## src/rtl/rv32m_seq_divider.sv

```systemverilog
// RV32M DIV/DIVU/REM/REMU, radix-2 restoring, one quotient bit per cycle; doneD pulses 34 cycles after start.
// Optional early-out for trivial operands is enabled with `define RV32M_DIV_EARLY_OUT_EN.
module rv32m_seq_divider #(
  parameter int XLEN = 32
) (
  input  logic            clk,
  input  logic            rst,
  input  logic            startD,
  input  logic [1:0]      div_opcode,
  input  logic [XLEN-1:0] operand1,
  input  logic [XLEN-1:0] operand2,
  output logic            busy,
  output logic            doneD,
  output logic [XLEN-1:0] result_divide
);

  localparam int CW = $clog2(XLEN);

  typedef enum logic [1:0] {
    IDLE = 2'd0,
    CALC = 2'd1,
    FIX  = 2'd2,
    DONE = 2'd3
  } state_t;

  state_t          state_q;
  logic [1:0]      op_q;
  logic            sq_q;
  logic            sr_q;
  logic            special_q;
  logic [XLEN-1:0] spec_res_q;
  logic [XLEN-1:0] rem_q;
  logic [XLEN-1:0] dvd_q;
  logic [XLEN-1:0] dvs_q;
  logic [CW-1:0]   cnt_q;
  logic            busy_q;
  logic            done_q;
  logic [XLEN-1:0] result_q;

  logic            in_signed;
  logic [XLEN-1:0] a_mag;
  logic [XLEN-1:0] b_mag;
  logic            div_zero;
  logic            sgn_ovf;
  logic            special_in;
  logic [XLEN-1:0] spec_val;

  logic [XLEN:0]   rem_sh;
  logic            rem_ge;
  logic [XLEN-1:0] rem_d;
  logic [XLEN-1:0] dvd_d;
  logic [XLEN-1:0] quo_fix;
  logic [XLEN-1:0] rem_fix;
  logic [XLEN-1:0] fix_res_d;

  // Operand decode at the start edge: magnitudes and the RISC-V special cases.
  always_comb begin
    in_signed  = ~div_opcode[0];
    a_mag      = (in_signed && operand1[XLEN-1]) ? -operand1 : operand1;
    b_mag      = (in_signed && operand2[XLEN-1]) ? -operand2 : operand2;
    div_zero   = (operand2 == '0);
    sgn_ovf    = in_signed && (operand1 == {1'b1, {(XLEN-1){1'b0}}}) && (operand2 == '1);
    special_in = div_zero | sgn_ovf;
    if (div_zero) begin
      spec_val = div_opcode[1] ? operand1 : '1;
    end else begin
      spec_val = div_opcode[1] ? '0 : operand1;
    end
  end

`ifdef RV32M_DIV_EARLY_OUT_EN
  logic            early_in;
  logic [XLEN-1:0] early_val;

  // |a| < |b| means quotient 0 and remainder is the untouched dividend.
  always_comb begin
    early_in  = special_in | (a_mag < b_mag);
    early_val = special_in ? spec_val : (div_opcode[1] ? operand1 : '0);
  end
`endif

  // One restoring step; the shifted partial remainder is one bit wider so the compare is exact.
  always_comb begin
    rem_sh = {rem_q, dvd_q[XLEN-1]};
    rem_ge = (rem_sh >= {1'b0, dvs_q});
    rem_d  = rem_ge ? (rem_sh[XLEN-1:0] - dvs_q) : rem_sh[XLEN-1:0];
    dvd_d  = {dvd_q[XLEN-2:0], rem_ge};
  end

  always_comb begin
    quo_fix = sq_q ? -dvd_q : dvd_q;
    rem_fix = sr_q ? -rem_q : rem_q;
    if (special_q) begin
      fix_res_d = spec_res_q;
    end else begin
      fix_res_d = op_q[1] ? rem_fix : quo_fix;
    end
  end

  always_ff @(posedge clk) begin
    if (rst) begin
      state_q    <= IDLE;
      op_q       <= '0;
      sq_q       <= 1'b0;
      sr_q       <= 1'b0;
      special_q  <= 1'b0;
      spec_res_q <= '0;
      rem_q      <= '0;
      dvd_q      <= '0;
      dvs_q      <= '0;
      cnt_q      <= '0;
      busy_q     <= 1'b0;
      done_q     <= 1'b0;
      result_q   <= '0;
    end else begin
      case (state_q)
        IDLE: begin
          done_q <= 1'b0;
          if (startD) begin
            op_q       <= div_opcode;
            sq_q       <= in_signed & (operand1[XLEN-1] ^ operand2[XLEN-1]);
            sr_q       <= in_signed & operand1[XLEN-1];
            special_q  <= special_in;
            spec_res_q <= spec_val;
            rem_q      <= '0;
            dvd_q      <= a_mag;
            dvs_q      <= b_mag;
            cnt_q      <= '0;
            busy_q     <= 1'b1;
`ifdef RV32M_DIV_EARLY_OUT_EN
            if (early_in) begin
              result_q <= early_val;
              done_q   <= 1'b1;
              state_q  <= DONE;
            end else begin
              state_q  <= CALC;
            end
`else
            state_q    <= CALC;
`endif
          end
        end
        CALC: begin
          rem_q <= rem_d;
          dvd_q <= dvd_d;
          cnt_q <= cnt_q + 1'b1;
          if (cnt_q == CW'(XLEN-1)) begin
            state_q <= FIX;
          end
        end
        FIX: begin
          result_q <= fix_res_d;
          done_q   <= 1'b1;
          state_q  <= DONE;
        end
        DONE: begin
          done_q  <= 1'b0;
          busy_q  <= 1'b0;
          state_q <= IDLE;
        end
        default: begin
          state_q <= IDLE;
          busy_q  <= 1'b0;
          done_q  <= 1'b0;
        end
      endcase
    end
  end

  assign busy          = busy_q;
  assign doneD         = done_q;
  assign result_divide = result_q;

endmodule

```

## config.mk

```make
export PLATFORM = sky130hd
export DESIGN_NAME = rv32m_seq_divider
export DESIGN_NICKNAME = d
export VERILOG_FILES = /design/src/rtl/rv32m_seq_divider.sv
export SDC_FILE = /design/constraint.sdc
export NUM_CORES = 1
export LEC_CHECK = 0
export CAP_MARGIN = 0
export CORE_MARGIN = 4
export CORE_UTILIZATION = 40
export CTS_BUF_LIST = sky130_fd_sc_hd__clkbuf_8
export CTS_CLUSTER_SIZE = 40
export DETAILED_ROUTE_END_ITERATION = 7
export PLACE_DENSITY = 0.62
export SYNTH_ARGS = -nofsm -noshare
export SYNTH_HDL_FRONTEND = slang
export SYNTH_SLANG_ARGS = --single-unit
```

## constraint.sdc

```tcl
create_clock -name clk -period 7.5 [get_ports clk]
set_input_delay 1.125 -clock clk [delete_from_list [all_inputs] [get_ports clk]]
set_output_delay 1.125 -clock clk [all_outputs]
set_load 0.02 [all_outputs]
```

==> results of run 1 <==
power groups by stage:
stage                     registers, mW  logic (mW)  clock network, mW
after detailed placement           1.37        2.03                  0
after CTS                          1.34        2.04              0.730
after floorplan                    1.35        1.40                  0
after global placement             1.36        2.01                  0
final                              1.35        2.05              0.720
after global routing               1.38        2.26              0.774
worst max-delay path, cell delays in order:
cell,delay [ns]
clkdlybuf4s50_1,0.49
or3_1,0.46
nor3b_1,0.46
nand3_1,0.27
nand2b_1,0.32
nor3b_4,0.22
buf_4,0.53
o21ai_0,0.15
a221oi_1,0.29
sequential cells by signal (all words and copies together) (netlist names), 2 cells and up:
signal,count
spec_res_q,32
result_divide,32
state_q,2
rem_q,32
dvd_q,32
cnt_q,5
dvs_q,32
layout by cell type (no fill, tap or decap), types with 6 or more instances in the layout:
| cell type | synthesis | final |
|---|---|---|
| nand2_1 | 185 | 184 |
| dfxtp_1 | 173 | 173 |
| o21ai_0 | 150 | 150 |
| a21oi_1 | 147 | 147 |
| nor2_1 | 143 | 142 |
| clkdlybuf4s50_1 | 0 | 101 |
| a211oi_1 | 80 | 80 |
| xnor2_1 | 77 | 77 |
| inv_1 | 68 | 68 |
| xor2_1 | 61 | 61 |
| ha_1 | 44 | 42 |
| mux2i_1 | 28 | 28 |
| nor3_1 | 23 | 23 |
| nand3_1 | 22 | 22 |
| a31oi_1 | 21 | 21 |
| o31ai_1 | 17 | 17 |
| clkbuf_8 | 0 | 17 |
| buf_4 | 1 | 17 |
| nand2b_1 | 15 | 15 |
| o41ai_1 | 15 | 15 |
| a221oi_1 | 15 | 15 |
| a21o_1 | 15 | 15 |
| or3_1 | 13 | 13 |
| or4_1 | 13 | 13 |
| nor4_1 | 12 | 12 |
| a311oi_1 | 12 | 12 |
| o211ai_1 | 11 | 11 |
| nand4_1 | 11 | 11 |
| a22o_1 | 10 | 10 |
| and3_1 | 8 | 8 |
| nor2b_1 | 7 | 7 |
| or2_2 | 7 | 7 |
| a32oi_1 | 7 | 7 |
| a22oi_1 | 6 | 6 |
final timing paths:
kind	to	slack, ns	cells after the start
setup reg to reg	rem_q[30]	3.56	12
hold / removal	dvs_q[20]	0.47	2
hold reg to reg	dvs_q[20]	0.47	2
setup / recovery	spec_res_q[17]	3.51	9
cell type report:
| type | count | area (µm²) |
|---|---|---|
| sequential | 173 | 3463 |
| clock inverter | 15 | 198.9 |
| tap | 384 | 480.5 |
| inverter | 69 | 259.0 |
| clock buffer | 17 | 234.0 |
| multi-input combinational | 1243 | 7809 |
| fill | 2937 | 15510 |
| timing repair buffer | 118 | 1139 |
synth_stat cells, drive strengths merged, types with 12 or more instances:
cell type and count:
o31ai 18, nor3 23, or4 18, o41ai 15
nand2 185, xnor2 77, a211oi 80, nand3 22
a21oi 148, mux2i 28, or3 13, ha 44
nand2b 15, clkbuf 92, dfxtp 173, a31oi 21
a221oi 15, a311oi 12, inv 68, o21ai 151
xor2 61, nor2 143, nor4 14, a21o 15
buf 16
kinds of logic (layout without fill, tap and decap cells):
kind of cell,after synthesis,count (layout),synth area share
buffers and inverters,177,219,0.05692
xor gates and xnor gates,138,138,0.1013
adders and majority gates,45,45,0.04780
AOI/OAI and AO/OA,546,546,0.2896
muxes,30,30,0.02537
DFF,173,173,0.2901
and+or+nand+nor,484,484,0.1889
through the flow:
| stage | total power [mW] | hold WS [ns] | area, µm² | std cells |
|---|---|---|---|---|
| detailed placement | 3.398 | 0.4548 | 13150 | 1987 |
| CTS | 4.115 | 0.4688 | 13580 | 2019 |
| finish | 4.116 | 0.4709 | 13580 | 2019 |
| floorplan | 2.754 | 0.4319 | 11940 | 1593 |
| global placement | 3.368 | 0.4421 | 13150 | 1987 |
| global route | 4.413 | 0.4986 | 13580 | 2019 |
per-layer routing:
layer / up-vias / track usage
met5: - / 0
met1: 5528 / 0.3380
li1: 5803 / -
met2: 327 / 0.3514
met4: 0 / 0.03660
met3: 30 / 0.03760
==> reports/summary.txt, run 1 <==
dominant synthesized flop cell: dfxtp_1
max-slew violations: 0
I/O Pins: 103
post-route setup slack: 3.515 ns
Initial Util: 0.4103
via count: 11690
leakage power: 4.930 nW
Max Cap Viol: 0
area growth from synthesis to layout: 13.79%
Slew headroom: 0.2146
Post-CTS Setup Inserts: 0
ANT cells: 0
VDD IR max: 371.4 µV
Synth Instances: 1593
Die H: 180.7 µm
CTS tree: yes
Yosys top cell area share: 0.2901
dpl hpwl: 27.92 mm
fin crit share: 0.5314
mapped cell area: 11940 µm²
routability cong.: 0.8727
RSZ-0062 raised after global routing: false
WL met1: 18.59 mm
worst min path class: register to register
DR WL met2: 17.22 mm
Fmax: 0.2509 GHz
largest area contributor in the netlist: dfxtp_1
PD cells: 303.1 nW/µm²
critical path class: input port to register
largest net degree at the start of global routing: 86
worst hold start: dvs_q[20]
status: complete, no violations
first-pass GRT wire length: 60.95 mm
drt first pass iters: 6
Clk network pwr share: 0.175
Die Width: 180.7 µm
Clock Tree Root: clkbuf_8
die area: 32670 µm²
CTS H-Tree Depth: 4
Yosys reg bits: 173
First DRT Iteration DRCs: 1109
share of layout cells above drive strength 1: 0.04771
Switching Fraction: 0.4686
Comb power frac: 0.498
Switching Power: 1.929 mW
initial antenna violation count: 0
Syn Area/Cell: 7.493 µm²
main area contributors after synthesis: dfxtp_1, o21ai_0, a21oi_1
vias in the first global route: 10700
Final Hold Vio Count: 0
Mapped Nets: 1707
Top Metal Used: met4
asr flop ratio synth: 0
# port buffers: 102
crit path DAT: 4.36 ns
wire length on met3: 2.238 mm
Core Area: 29090 µm²
Worst R2R Start: dvd_q[31]
Setup WS pre-CTS: 3.105 ns
Critical Path Start: operand2[2]
crit path max fanout: 64
Layout Nets: 1736
routed length per instance: 19.03 µm
clock buffer depth: 2
Critical Path Sink Type: register
CP Data Required Time: 7.87 ns
# setup viols final: 0
cts bufs inserted: 17
CTS Hold Bufs: 0
Worst Max-Slew Pin Slew: 1.176 ns
total grt overflow: 0
synth warn: 0
post-route minimum period: 3.985 ns
Post-synth EDFFs: 0
TNS Setup: 0 ns
post-CTS resize count: 0
CP startpoint kind: input port
Final Util: 0.4669
Clock transition at path regs: 0.10 ns
Std-Cell Rows: 62
WL final: 38.42 mm
Internal Dissipation: 2.187 mW
Final ANT Viol Nets: 0
vias per inst: 5.789
sequential power share: 0.327
Worst Skew: 0.02010 ns
clock sinks: 173
Seq/Total Area, Yosys: 0.2901
number of remaining DRC errors: 0
clk_lat worst skew: 0.49 ns
Netlist cell types: 71
Tot GR Track Use: 0.2271
No activity file was read; power rests on OpenSTA's default activity.
==> run 2: changes to the inputs <==
- clock period: 7.5 -> 4.11 ns (I/O delays scaled with it)
==> run 2 against run 1 <==
  * Combinational power increased by 84%
  * Total power increased by 82%
  * Clock power increased by 78%
  * Clock skew increased by 0.0085 ns
  * Global-route usage decreased by 0.13 points
  * Core utilization increased by 0.50 points
  * Register-to-register slack got worse by 2.9 ns
  * Largest power group unchanged
==> reports/summary.txt, run 2 (synthesis gave the netlist of run 1 again) <==
status: complete, no violations
Cells after DPL: 2006
Post-CTS Setup Inserts: 0
CP startpoint kind: register
Setup WS pre-CTS: 0.5065 ns
routability cong.: 0.8780
Largest delay share family, worst path: compound AO/OA/AOI/OAI gates
CP Data Required Time: 4.52 ns
commonest cells after routing, fill and taps aside: nand2_1, dfxtp_1, o21ai_0, a21oi_1, nor2_1
cell chain of the critical path: inv_1, ha_1, inv_1, fa_1, a21oi_1, o211ai_1, a31oi_1, o21ai_0, a311oi_1, o21ai_0, mux2_2, nand3_1
vias per inst: 5.828
largest net degree at the start of global routing: 84
fin crit share: 0.8477
post-route minimum period: 3.484 ns
max-slew violations: 0
CTS tree: yes
leakage power: 5.024 nW
worst stage delay on the critical path: 0.64 ns
first-pass GRT wire length: 60.66 mm
# port buffers: 102
worst min path class: register to register
final std cells w/o fill: 2038
Slew headroom: 0.2525
CP max stage cell: a311oi_1
routed length per instance: 18.77 µm
Std-Cell Rows: 62
clock sinks: 173
post-route setup slack: 0.6258 ns
First DRT Iteration DRCs: 1028
clk_lat worst skew: 0.49 ns
area growth from synthesis to layout: 15.02%
share of layout cells above drive strength 1: 0.05865
vias in the first global route: 10710
critical path class: register to register
Core Area: 29090 µm²
CTS Hold Bufs: 0
dpl hpwl: 28.38 mm
drt first pass iters: 5
total grt overflow: 0
clock buffer depth: 2
ANT cells: 0
most common cell after layout, fill and taps aside: nand2_1
worst path bufs/invs: 2
crit path max fanout: 3
Initial Util: 0.4103
Die H: 180.7 µm
Fmax: 0.2870 GHz
Critical Path Sink Type: register
Final Util: 0.4720
cts bufs inserted: 17
Tot GR Track Use: 0.2258
Layout Nets: 1755
Worst Max-Slew Pin Slew: 1.120 ns
post-CTS resize count: 0
I/O Pins: 103
Clock Tree Root: clkbuf_8
die area: 32670 µm²
via count: 11880
Worst Skew: 0.02864 ns
crit path DAT: 3.90 ns
TNS Setup: 0 ns
WL final: 38.26 mm
Final ANT Viol Nets: 0
Die Width: 180.7 µm
PD cells: 546.7 nW/µm²
Max Cap Viol: 0
CTS H-Tree Depth: 4
VDD IR max: 564.6 µV
Clock transition at path regs: 0.10 ns
filler cell count: 2958
Final Hold Vio Count: 0
# setup viols final: 0
number of remaining DRC errors: 0
initial antenna violation count: 2
RSZ-0062 raised after global routing: false
-- run 2: layout make-up --
type / count / area (µm²) / share of cell area
Sequential cell: 173 / 3463 / 0.2523
Clock buffer: 17 / 234.0 / 0.01704
Multi-Input combinational cell: 1243 / 7809 / 0.5688
Tap cell: 384 / 480.5 / 0.03500
Timing Repair Buffer: 137 / 1294 / 0.09423
Inverter: 69 / 259.0 / 0.01886
Clock inverter: 15 / 190.2 / 0.01385
-- run 2: where the power goes --
part / total, mW / internal, mW / switching [mW]
clock network: 1.28 / 0.474 / 0.807
logic: 3.77 / 1.41 / 2.36
registers: 2.46 / 2.08 / 0.375
-- run 2: tightest hold or removal path, delay by kind of cell (launching register included) --
family | cells | cell delay [ns]
flops | 1 | 0.33
compound gates | 1 | 0.05
simple gates | 1 | 0.05
-- run 2: worst paths after layout --
path,start,endpoint,slack (ns),cells past startpoint
max,dvd_q[31],rem_q[28],0.63,12
min reg2reg,dvs_q[31],dvs_q[31],0.47,2
min,dvs_q[31],dvs_q[31],0.47,2
max reg2reg,dvd_q[31],rem_q[28],0.63,12
-- run 2: per-stage QoR --
stage	power (mW)	hold WS (ns)	cell area, µm²
final	7.506	0.4671	13730
after global routing	8.057	0.5046	13730
after CTS	7.511	0.4742	13730
after floorplan	5.025	0.4319	11940
after global placement	6.184	0.4459	13310
after detailed placement	6.221	0.4593	13310
-- run 2: metal layers --
| metal | global-route usage | vias up | wire length [µm] | part of all wire |
|---|---|---|---|---|
| li1 | - | 5858 | - | - |
| met1 | 0.3316 | 5619 | 18290 | 0.48 |
| met2 | 0.3472 | 360 | 16920 | 0.44 |
| met3 | 0.03941 | 37 | 2520 | 0.066 |
| met4 | 0.04870 | 4 | 486 | 0.013 |
| met5 | 0 | - | 33 | 0.00086 |
==> run 3: changes to the inputs <==
- PLACE_DENSITY: 0.62 -> 0.64
- clock period: 4.11 -> 2.8 ns (I/O delays scaled with it)
==> run 3 against run 2 <==
  * Final cell count increased by 10%
  * Core utilization increased by 8.0 points
  * Flip-flop and latch count unchanged
  * Die area unchanged
  * The flow now finishes with violations (negative setup slack)
  * First-iteration DRC count increased by 18%
  * Worst hold slack got worse by 0.12 ns
  * Highest routed layer unchanged
  * Routed wire length increased by 9.3%
==> reports/summary.txt, run 3 (synthesis gave the netlist of run 1 again) <==
status: finished with violations
failing checks: negative setup slack
cts bufs inserted: 17
CTS tree: yes
worst stage delay on the critical path: 0.59 ns
First DRT Iteration DRCs: 1218
leakage power: 6.224 nW
Final ANT Viol Nets: 0
CP max stage cell: a222oi_1
Final Util: 0.5522
Fmax: 0.3274 GHz
Design Area, Final: 16060 µm²
area growth from synthesis to layout: 34.58%
die area: 32670 µm²
# port buffers: 102
Setup WS pre-CTS: -0.5393 ns
initial antenna violation count: 2
via count: 12920
crit path max fanout: 2
Worst Skew: 0.02406 ns
Power, Total: 12.45 mW
Worst R2R Start: dvd_q[13]
Die Width: 180.7 µm
total grt overflow: 0
dpl hpwl: 30.81 mm
vias per inst: 5.738
share of layout cells above drive strength 1: 0.2224
number of remaining DRC errors: 0
Final Hold Vio Count: 0
WL final: 41.82 mm
critical path class: register to register
routability cong.: 0.9565
clock buffer depth: 2
CTS H-Tree Depth: 4
first-pass GRT wire length: 65.16 mm
filler cell count: 2752
Std-Cell Rows: 62
RSZ-0062 raised after global routing: true
cell chain of the critical path: or4_4, or4_4, or4_4, o31ai_4, xnor2_1, a222oi_1, buf_4, a211oi_1
Critical Path Start: dvd_q[13]
Die H: 180.7 µm
clk_lat worst skew: 0.50 ns
worst hold margin: 0.3516 ns
largest net degree at the start of global routing: 89
Initial Util: 0.4103
Layout Nets: 1967
VDD IR max: 1093 µV
Max Cap Viol: 0
DP Area: 14830 µm²
CP startpoint kind: register
clock sinks: 173
fin crit share: 1.091
Clock transition at path regs: 0.12 ns
# setup viols final: 12
CP dominant cell by count: or4_4
Worst Max-Slew Pin Slew: 1.209 ns
Clock Tree Root: clkbuf_8
post-route setup slack: -0.2541 ns
crit path DAT: 3.43 ns
I/O Pins: 103
post-route minimum period: 3.054 ns
Core Area: 29090 µm²
worst min path class: input port to register
vias in the first global route: 11860
routed length per instance: 18.58 µm
PD cells: 775.3 nW/µm²
CP Data Required Time: 3.17 ns
most common cell after layout, fill and taps aside: buf_4
worst hold start: rst
Slew headroom: 0.1937
max-slew violations: 0
commonest cells after routing, fill and taps aside: buf_4, nand2_1, dfxtp_1, a21oi_1, nor2_1
CTS Hold Bufs: 0
Critical Path Sink Type: register
Tot GR Track Use: 0.2416
drt first pass iters: 8
run 3: through the flow:
step	std cells	setup TNS, ns
detailed placement	2201	-16.76
floorplan	1593	-0.02186
global route	2250	-3.113
CTS	2241	-0.9636
global placement	2201	-11.41
finish	2251	-1.657
run 3: report_power, final:
group	internal [mW]	switching, mW	total, mW
combinational	2.97	4.04	7.01
sequential	3.07	0.433	3.50
clock	0.772	1.17	1.94
total	6.81	5.64	12.5
run 3: final timing paths:
kind,cells after the start,slack [ns],endpoint
hold / removal,2,0.35,cnt_q[4]
setup / recovery,8,-0.25,result_divide[29]
hold reg to reg,2,0.46,dvs_q[31]
setup reg to reg,8,-0.25,result_divide[29]
run 3: worst max-delay path, delay by kind of cell (launching register included):
| family | cells | cell delay (ns) |
|---|---|---|
| compound gates | 3 | 0.84 |
| flops | 1 | 0.33 |
| simple gates | 3 | 1.43 |
| xor+xnor | 1 | 0.12 |
| buf+inv | 1 | 0.23 |
run 3: cell type report:
cell class,instances,area (µm²),area share
clock buffers,17,234.0,0.01456
flip-flops and latches,173,3483,0.2168
clock inverters,15,196.4,0.01223
inverters,69,259.0,0.01612
repair buffers,349,2975,0.1852
well taps,384,480.5,0.02991
diodes,1,2.502,0.0001558
multi-input cells,1243,8433,0.5250
run 3: metal layers:
layer,vias up,part of all wire,track usage
met2,427,0.45,0.3750
met1,6142,0.46,0.3499
met3,57,0.064,0.04122
met5,-,0.00031,0
met4,2,0.021,0.05868
li1,6289,-,-
run 3: what timing repair did:
action | in CTS | in global routing
endpoints found under the setup margin | 44 | 60
gates resized for setup | 49 | 89
buffers inserted | 8 | 9
hold endpoints to repair | 0 | 0
gates cloned | 0 | 1
pin swaps | 29 | 34
